<file path="config.mk">
export PLATFORM = sky130hd
export DESIGN_NAME = bin2seg_scan_n
export DESIGN_NICKNAME = d
export VERILOG_FILES = /design/src/rtl/bin2seg_scan_n.sv
export SDC_FILE = /design/constraint.sdc
export NUM_CORES = 1
export LEC_CHECK = 0
export ABC_AREA = 0
export BUFFER_PORTS_ARGS = -buffer_cell sky130_fd_sc_hd__buf_4
export CORE_MARGIN = 2
export CORE_UTILIZATION = 35
export CTS_CLUSTER_DIAMETER = 30
export CTS_CLUSTER_SIZE = 12
export DETAILED_ROUTE_END_ITERATION = 16
export GPL_TIMING_DRIVEN = 0
export PLACE_DENSITY = 0.54
export SYNTH_ARGS = -nofsm -noshare
export SYNTH_HDL_FRONTEND = slang
export SYNTH_SLANG_ARGS = --single-unit
</file>
<file path="constraint.sdc">
create_clock -name clk -period 2.2 [get_ports clk]
set_input_delay 0.11 -clock clk [delete_from_list [all_inputs] [get_ports clk]]
set_output_delay 0.11 -clock clk [all_outputs]
set_load 0.02 [all_outputs]
</file>
<file path="src/rtl/bin2seg_scan_n.sv">
// bin2seg_scan_n: binary word -> serial double-dabble BCD -> multiplexed common-anode 7-segment display
// Define LEADING_ZERO_BLANK_EN to blank digits above the most-significant non-zero digit.
module bin2seg_scan_n #(
  parameter int DATA_W   = 24,
  parameter int DIGITS   = 4,
  parameter int SCAN_DIV = 100000
) (
  input  logic              clk,
  input  logic              rst_n,
  input  logic              enable,
  input  logic              read_enable,
  input  logic [DATA_W-1:0] buff_out,
  output logic              busy,
  output logic              overflow,
  output logic [DIGITS-1:0] anode,
  output logic [7:0]        cathode
);
  localparam int BW = 4 * DIGITS;
  localparam int CW = $clog2(DATA_W + 1);
  localparam int SW = $clog2(SCAN_DIV);
  localparam int IW = DIGITS > 1 ? $clog2(DIGITS) : 1;
  typedef enum logic [1:0] {IDLE, CONVERT, UPDATE} state_t;
  state_t            state_q, state_d;
  logic [DATA_W-1:0] shreg_q, shreg_d;
  logic [BW-1:0]     bcd_q, bcd_d, bcd_adj, disp_q, disp_d;
  logic [CW-1:0]     cnt_q, cnt_d;
  logic              ovf_work_q, ovf_work_d, ovf_q, ovf_d;
  logic [SW-1:0]     scan_q, scan_d;
  logic [IW-1:0]     idx_q, idx_d;
  logic [DIGITS-1:0] anode_q, anode_d;
  logic [7:0]        cathode_q, cathode_d;
  logic [3:0]        digit;
  logic              blank, wrap;

  function automatic logic [7:0] seg(input logic [3:0] d);
    case (d)
      4'd0: seg = 8'hC0;
      4'd1: seg = 8'hF9;
      4'd2: seg = 8'hA4;
      4'd3: seg = 8'hB0;
      4'd4: seg = 8'h99;
      4'd5: seg = 8'h92;
      4'd6: seg = 8'h82;
      4'd7: seg = 8'hF8;
      4'd8: seg = 8'h80;
      4'd9: seg = 8'h90;
      default: seg = 8'hFF;
    endcase
  endfunction

  always_ff @(posedge clk) begin
    if (!rst_n) begin
      state_q    <= IDLE;
      shreg_q    <= '0;
      bcd_q      <= '0;
      cnt_q      <= '0;
      ovf_work_q <= 1'b0;
      disp_q     <= '0;
      ovf_q      <= 1'b0;
      scan_q     <= '0;
      idx_q      <= '0;
      anode_q    <= '1;
      cathode_q  <= 8'hFF;
    end else begin
      state_q    <= state_d;
      shreg_q    <= shreg_d;
      bcd_q      <= bcd_d;
      cnt_q      <= cnt_d;
      ovf_work_q <= ovf_work_d;
      disp_q     <= disp_d;
      ovf_q      <= ovf_d;
      scan_q     <= scan_d;
      idx_q      <= idx_d;
      anode_q    <= anode_d;
      cathode_q  <= cathode_d;
    end
  end

  always_comb begin
    state_d    = state_q;
    shreg_d    = shreg_q;
    bcd_d      = bcd_q;
    cnt_d      = cnt_q;
    ovf_work_d = ovf_work_q;
    disp_d     = disp_q;
    ovf_d      = ovf_q;
    bcd_adj    = bcd_q;
    for (int i = 0; i < DIGITS; i++)
      bcd_adj[4*i +: 4] = bcd_q[4*i +: 4] >= 4'd5 ? bcd_q[4*i +: 4] + 4'd3 : bcd_q[4*i +: 4];
    case (state_q)
      IDLE: if (read_enable) begin
        shreg_d    = buff_out;
        bcd_d      = '0;
        ovf_work_d = 1'b0;
        cnt_d      = CW'(DATA_W);
        state_d    = CONVERT;
      end
      CONVERT: begin
        // a carry out of the top nibble means the value no longer fits in DIGITS digits
        {bcd_d, shreg_d} = {bcd_adj[BW-2:0], shreg_q, 1'b0};
        ovf_work_d       = ovf_work_q | bcd_adj[BW-1];
        cnt_d            = cnt_q - 1'b1;
        state_d          = cnt_q == CW'(1) ? UPDATE : CONVERT;
      end
      UPDATE: begin
        disp_d  = bcd_q;
        ovf_d   = ovf_work_q;
        state_d = IDLE;
      end
      default: state_d = IDLE;
    endcase
  end

  assign digit = disp_q[4*idx_q +: 4];
`ifdef LEADING_ZERO_BLANK_EN
  assign blank = idx_q != '0 && (disp_q >> (4*idx_q)) == '0;
`else
  assign blank = 1'b0;
`endif
  assign wrap      = scan_q == SW'(SCAN_DIV - 1);
  assign scan_d    = enable ? (wrap ? '0 : scan_q + 1'b1) : scan_q;
  assign idx_d     = enable && wrap ? (idx_q == IW'(DIGITS - 1) ? '0 : idx_q + 1'b1) : idx_q;
  assign anode_d   = enable ? ~(DIGITS'(1) << idx_q) : '1;
  assign cathode_d = !enable ? 8'hFF : ovf_q ? 8'hBF : blank ? 8'hFF : seg(digit);

  assign busy     = state_q != IDLE;
  assign overflow = ovf_q;
  assign anode    = anode_q;
  assign cathode  = cathode_q;
endmodule
</file>
==> results of run 1 <==
## how the worst max path moves through the flow
stage / from / endpoint / slack [ns] / cells after the start
final: idx_q[0] / cathode[4] / 0.28 / 7
after global routing: idx_q[0] / cathode[4] / 0.13 / 7
after CTS: idx_q[0] / cathode[4] / 0.27 / 7
after global placement: idx_q[0] / cathode[4] / 0.36 / 7
after detailed placement: idx_q[0] / cathode[4] / 0.33 / 7
after floorplan: idx_q[0] / cathode[4] / 0.49 / 7
## layout make-up
class	instances	area [um2]	area share, %
Buffer	36	165.2	3.028
Clock buffer	10	239.0	4.381
Clock inverter	6	60.06	1.101
Inverter	20	75.07	1.376
Multi-Input combinational cell	381	2509	45.99
Sequential cell	95	1902	34.86
Tap cell	176	220.2	4.037
Timing Repair Buffer	38	285.3	5.229
## registers in the layout, indices dropped and copies added (netlist names)
register    count
anode           4
bcd_q          16
cathode         7
cnt_q           5
disp_q         16
idx_q           2
overflow        1
ovf_work_q      1
scan_q         17
shreg_q        24
state_q         2
## tightest hold or removal path, stage by stage
cell,delay (ns)
buf_2,0.18
xnor2_1,0.09
nor2_1,0.07
## layer usage
| layer | track usage, % | wire [um] | vias to the layer above |
|---|---|---|---|
| met5 | 0 | 0 | - |
| met4 | 7.738 | 221 | 0 |
| met3 | 2.490 | 222 | 14 |
| met2 | 24.14 | 4678 | 39 |
| met1 | 19.17 | 5062 | 1719 |
| li1 | - | - | 1911 |
## power breakdown
group / internal, uW / switching (uW) / leakage [uW] / total [uW]
clock network: 906 / 678 / 0.000144 / 1580
registers: 1790 / 41.5 / 0.000775 / 1830
logic: 175 / 197 / 0.00108 / 373
total: 2870 / 916 / 0.00200 / 3780
## cell usage in the layout, fill, tap and decap left out, types with 7 or more instances in the layout
| cell type | Yosys | routed |
|---|---|---|
| a21oi_1 | 39 | 39 |
| o21ai_0 | 18 | 18 |
| nand2_1 | 57 | 57 |
| nand3_1 | 11 | 11 |
| nor3_1 | 16 | 16 |
| ha_1 | 21 | 21 |
| mux2i_1 | 7 | 7 |
| xnor2_1 | 12 | 12 |
| inv_1 | 20 | 20 |
| buf_4 | 3 | 41 |
| nor2b_1 | 36 | 36 |
| clkbuf_1 | 23 | 23 |
| o221a_2 | 23 | 23 |
| dfxtp_1 | 95 | 95 |
| xor2_1 | 13 | 13 |
| buf_2 | 9 | 9 |
| clkbuf_16 | 0 | 9 |
| nand2b_1 | 8 | 8 |
| a21boi_0 | 21 | 21 |
| nor2_1 | 47 | 47 |
## per-stage QoR
step,hold slack [ns],cell area [um2],worst slack [ns]
3_5_place_dp,0.4633,5156,0.3308
3_3_place_gp,0.4523,5156,0.3553
2_1_floorplan,0.4094,4651,0.4893
6_report,0.1391,5455,0.2756
5_1_grt,0.1626,5455,0.1337
4_1_cts,0.1279,5455,0.2719
## logic make-up after synthesis
group	Yosys count	synth area share (%)
other	1	0.08063
buffers and inverters	56	5.165
adders and majority gates	21	5.650
xor gates and xnor gates	25	4.708
AOI/OAI and AO/OA	115	17.00
and+or+nand+nor	203	21.85
muxes	16	4.654
DFF	95	40.89
==> flow_summary.json, run 1 <==
{
  "nNetsFinal": 630,
  "die_y_um": 119.3,
  "skew_ns": 0.003655,
  "ios": 42,
  "grt_overflow": 0,
  "r2r-start": "idx_q[0]",
  "crit_path_end_kind": "register",
  "synth-main-ff-cell": "dfxtp_1",
  "ir_drop_uv": 356.6,
  "port-buffer-count": 38,
  "ys.warnings.count": 0,
  "areaGrowthSynthToFinish_pct": 17.30,
  "wl_per_cell_um": 13.36,
  "placedCellCount": 746,
  "track_usage_pct": 14.95,
  "min_period_ns": 1.924,
  "syn_area_um2": 4651,
  "start_kind": "register",
  "hpwl_um": 7142,
  "cp_slowest_cell": "mux4_2",
  "crit_buf_inv": 2,
  "syn_nets": 581,
  "synth-edff-count": 0,
  "r2r_cells": 7,
  "cts_tree": "done",
  "path_clk_slew_ns": 0.07,
  "syn_inst": 532,
  "p_leak_uw": 0.002000,
  "antenna_found_initial": 0,
  "grt_pass1_wl_um": 16970,
  "min_to": "scan_q[0]",
  "hold_path_depth": 3,
  "cts_sinks": 95,
  "grt_start_max_net_pins": 16,
  "finalPower_uw": 3784,
  "synthMostInstantiatedCell": "dfxtp_1",
  "fillCellCount": 1295,
  "wirelength_um": 10180,
  "utilization_pct": 41.69,
  "hold_viol": 0,
  "yosysTopAreaCell": "dfxtp_1",
  "synthTopCellsByArea": "dfxtp_1, ha_1, o221a_2",
  "drv_slew": 0,
  "ant_nets": 0,
  "ctsRootBufferMaster": "clkbuf_16",
  "r2r_setup_slack_ns": 0.28,
  "finalSetupViolCount": 0,
  "drc": 0,
  "period_share_pct": 87.47,
  "cp_max_fo": 9,
  "vias_per_cell": 4.833,
  "clk_path_buf_depth": 2,
  "final_cells": 762,
  "async_flop_share_pct": 0,
  "vias": 3683,
  "cpPeakStageDelay_ns": 0.60,
  "grt_setup_unrepaired": "no",
  "max_freq_mhz": 519.7,
  "cp_cell_sequence": "buf_6, mux4_2, inv_1, ha_1, a21oi_1, o21ai_1, nand3b_1",
  "tns_ns": 0,
  "rows": 42,
  "worstMarginPinSlew_ns": 0.7240,
  "syn_avg_cell_area_um2": 8.742,
  "cpLargestDelayFamily": "multiplexers",
  "drive_gt1_share_pct": 17.75,
  "synth_top_area_share_pct": 40.89,
  "crit_type": "register to register",
  "dr.pass1.iters": 4,
  "slew_headroom_pct": 51.56,
  "hold_buffers": 0,
  "numCtsBuffers": 9,
  "worstPathRequired_ns": 2.42,
  "synthTopCellsByCount": "dfxtp_1, nand2_1, nor2_1, a21oi_1, nor2b_1",
  "dr.first_iter.drc_count": 242,
  "core-area_um2": 13090,
  "clock_latency_ns": 0.35,
  "cap_violations": 0,
  "synthDistinctLibCells": 39,
  "start_util_pct": 35.54,
  "ys_seq_area_share_pct": 40.89,
  "cp.arrival_ns": 2.15,
  "r2r-end": "cathode[4]",
  "ctsHtreeMaxLevel": 3,
  "diodes": 0,
  "holdCritPathClass": "input port to register",
  "routabilityCongestion": 0.8084,
  "post-cts-setup-buffers": 0,
  "power.density_nw_per_um2": 693.6,
  "cts_resized": 0,
  "min-delay-start": "enable",
  "dieArea_um2": 14230,
  "grt_pass1_vias": 3572,
  "status": "finished, final reports clean",
  "synth-seq-cells": 95,
  "die_x_um": 119.3
}
Power figures use the tool's default switching activity.
==> run 2, diff against run 1 <==
- CELL_PAD_IN_SITES_DETAIL_PLACEMENT: not set -> 1
- CELL_PAD_IN_SITES_GLOBAL_PLACEMENT: not set -> 1
- PLACE_DENSITY: 0.54 -> 0.66
- TNS_END_PERCENT: not set -> 100
==> run 2 against run 1 <==
Sequential power barely moved. Clock-buffer cell count rose by 4. Setup slack improved by 0.030 ns. Cell area fell by 0.21%. Highest routed layer unchanged. Critical path type unchanged. Largest cell class unchanged.
==> flow_summary.json, run 2 (same netlist as run 1, synthesis figures left out) <==
{
  "status": "finished, final reports clean",
  "wirelength_um": 11040,
  "finalPower_uw": 3724,
  "start_util_pct": 35.54,
  "register_area_um2": 1902,
  "core-area_um2": 13090,
  "drive_gt1_share_pct": 17.41,
  "comb_power_share_pct": 10.2,
  "antenna_found_initial": 0,
  "ctsRootBufferMaster": "clkbuf_16",
  "start_kind": "register",
  "crit_type": "register to register",
  "p_leak_uw": 0.001999,
  "period_share_pct": 86.12,
  "pwr-share-clk_pct": 40.8,
  "cp.arrival_ns": 2.11,
  "cap_violations": 0,
  "drc": 0,
  "hold_viol": 0,
  "grt_start_max_net_pins": 15,
  "layout_commonest_cell": "dfxtp_1",
  "hold_buffers": 0,
  "p_switching_uw": 902.0,
  "p_int_uw": 2822,
  "layout_common_cells": "dfxtp_1, nand2_1, nor2_1",
  "ios": 42,
  "cp_slowest_cell": "mux4_2",
  "grt_pass1_wl_um": 18920,
  "vias_per_cell": 4.961,
  "fillCellCount": 1548,
  "wl_per_cell_um": 14.48,
  "clk_path_buf_depth": 2,
  "cpPeakStageDelay_ns": 0.60,
  "utilization_pct": 41.60,
  "dr.pass1.iters": 5,
  "vias": 3780,
  "rows": 42,
  "grt_pass1_vias": 3878,
  "cts_resized": 0,
  "cp_max_fo": 9,
  "p_seq_share_pct": 49.1,
  "placedCellCount": 746,
  "dr.first_iter.drc_count": 167,
  "track_usage_pct": 16.47,
  "largestRegisters": "shreg_q (24), scan_q (17)",
  "drv_slew": 0,
  "clock_latency_ns": 0.34,
  "cts_tree": "done",
  "ctsHtreeMaxLevel": 3,
  "skew_ns": 0.007944,
  "numCtsBuffers": 9,
  "nNetsFinal": 630,
  "cts_sinks": 95,
  "final_cells": 762,
  "power.density_nw_per_um2": 684.1,
  "worstMarginPinSlew_ns": 0.7220,
  "grt_setup_unrepaired": "no",
  "crit_path_end_kind": "register",
  "ir_drop_uv": 365.3,
  "routabilityCongestion": 0.7559,
  "path_clk_slew_ns": 0.06,
  "multi_input_area_um2": 2509,
  "post-cts-setup-buffers": 0,
  "min_period_ns": 1.895,
  "worstPathRequired_ns": 2.42,
  "diodes": 0,
  "ant_nets": 0,
  "cp_cell_sequence": "buf_6, mux4_2, inv_1, ha_1, a21oi_1, o21ai_1, nand3b_1",
  "largest_register_ffs": 24,
  "max_freq_mhz": 527.8,
  "dieArea_um2": 14230,
  "slew_headroom_pct": 51.69,
  "grt_overflow": 0,
  "tns_ns": 0,
  "die_y_um": 119.3,
  "port-buffer-count": 38,
  "areaGrowthSynthToFinish_pct": 17.06,
  "swShare_pct": 24.22,
  "hpwl_um": 7965,
  "holdCritPathClass": "input port to register",
  "die_x_um": 119.3,
  "finalSetupViolCount": 0,
  "largest_register": "shreg_q"
}
==> run 2: cell types whose count changed in the layout (fill, tap and decap cells not counted), sizes merged <==
cell,previous run,this run
clkbuf,33,37
clkinvlp,2,0
bufinv,1,0
clkinv,3,2
==> run 2: power groups by stage <==
stage	combinational [uW]	clock, uW	sequential (uW)
6_report	378	1520	1830
5_1_grt	423	1630	1840
4_1_cts	384	1570	1830
3_5_place_dp	382	0	1870
3_3_place_gp	369	0	1860
2_1_floorplan	248	0	1860
==> run 2: path summary, 6_finish.rpt <==
| check | slack, ns | from | depth (start not counted) | end |
|---|---|---|---|---|
| worst min-delay path | 0.16 | enable | 3 | scan_q[0] |
| worst min register to register | 0.46 | disp_q[10] | 2 | disp_q[10] |
| worst max register to register | 0.31 | idx_q[0] | 7 | cathode[4] |
| worst max-delay path | 0.31 | idx_q[0] | 7 | cathode[4] |
==> run 2: per-layer routing <==
metal / wire length, um / up-vias / track usage [%]
met5: 0 / - / 0
met4: 170 / 0 / 6.696
met3: 272 / 11 / 2.634
met2: 5232 / 38 / 27.87
met1: 5360 / 1816 / 20.88
li1: - / 1915 / -
==> run 2: cell type report <==
type / instances / area share [%]
Clock buffer: 14 / 5.033
Tap cell: 176 / 4.045
Timing Repair Buffer: 38 / 5.240
Buffer: 36 / 3.034
Sequential cell: 95 / 34.93
Inverter: 20 / 1.379
Multi-Input combinational cell: 381 / 46.08
Clock inverter: 2 / 0.2528
==> run 2: critical path, delay by kind of cell (launching register included) <==
kind	cells	cell delay, ns
fa+ha+maj	1	0.18
flops	1	0.38
simple gates	1	0.09
compound gates	2	0.21
buf+inv	2	0.31
mux	1	0.60
==> run 2: stage by stage <==
stage	worst slack [ns]	cell area, um2	hold slack (ns)
4_1_cts	0.2723	5444	0.1598
3_5_place_dp	0.2816	5156	0.4581
6_report	0.3054	5444	0.1638
5_1_grt	0.1462	5444	0.2087
3_3_place_gp	0.3539	5156	0.4525
2_1_floorplan	0.4893	4651	0.4094
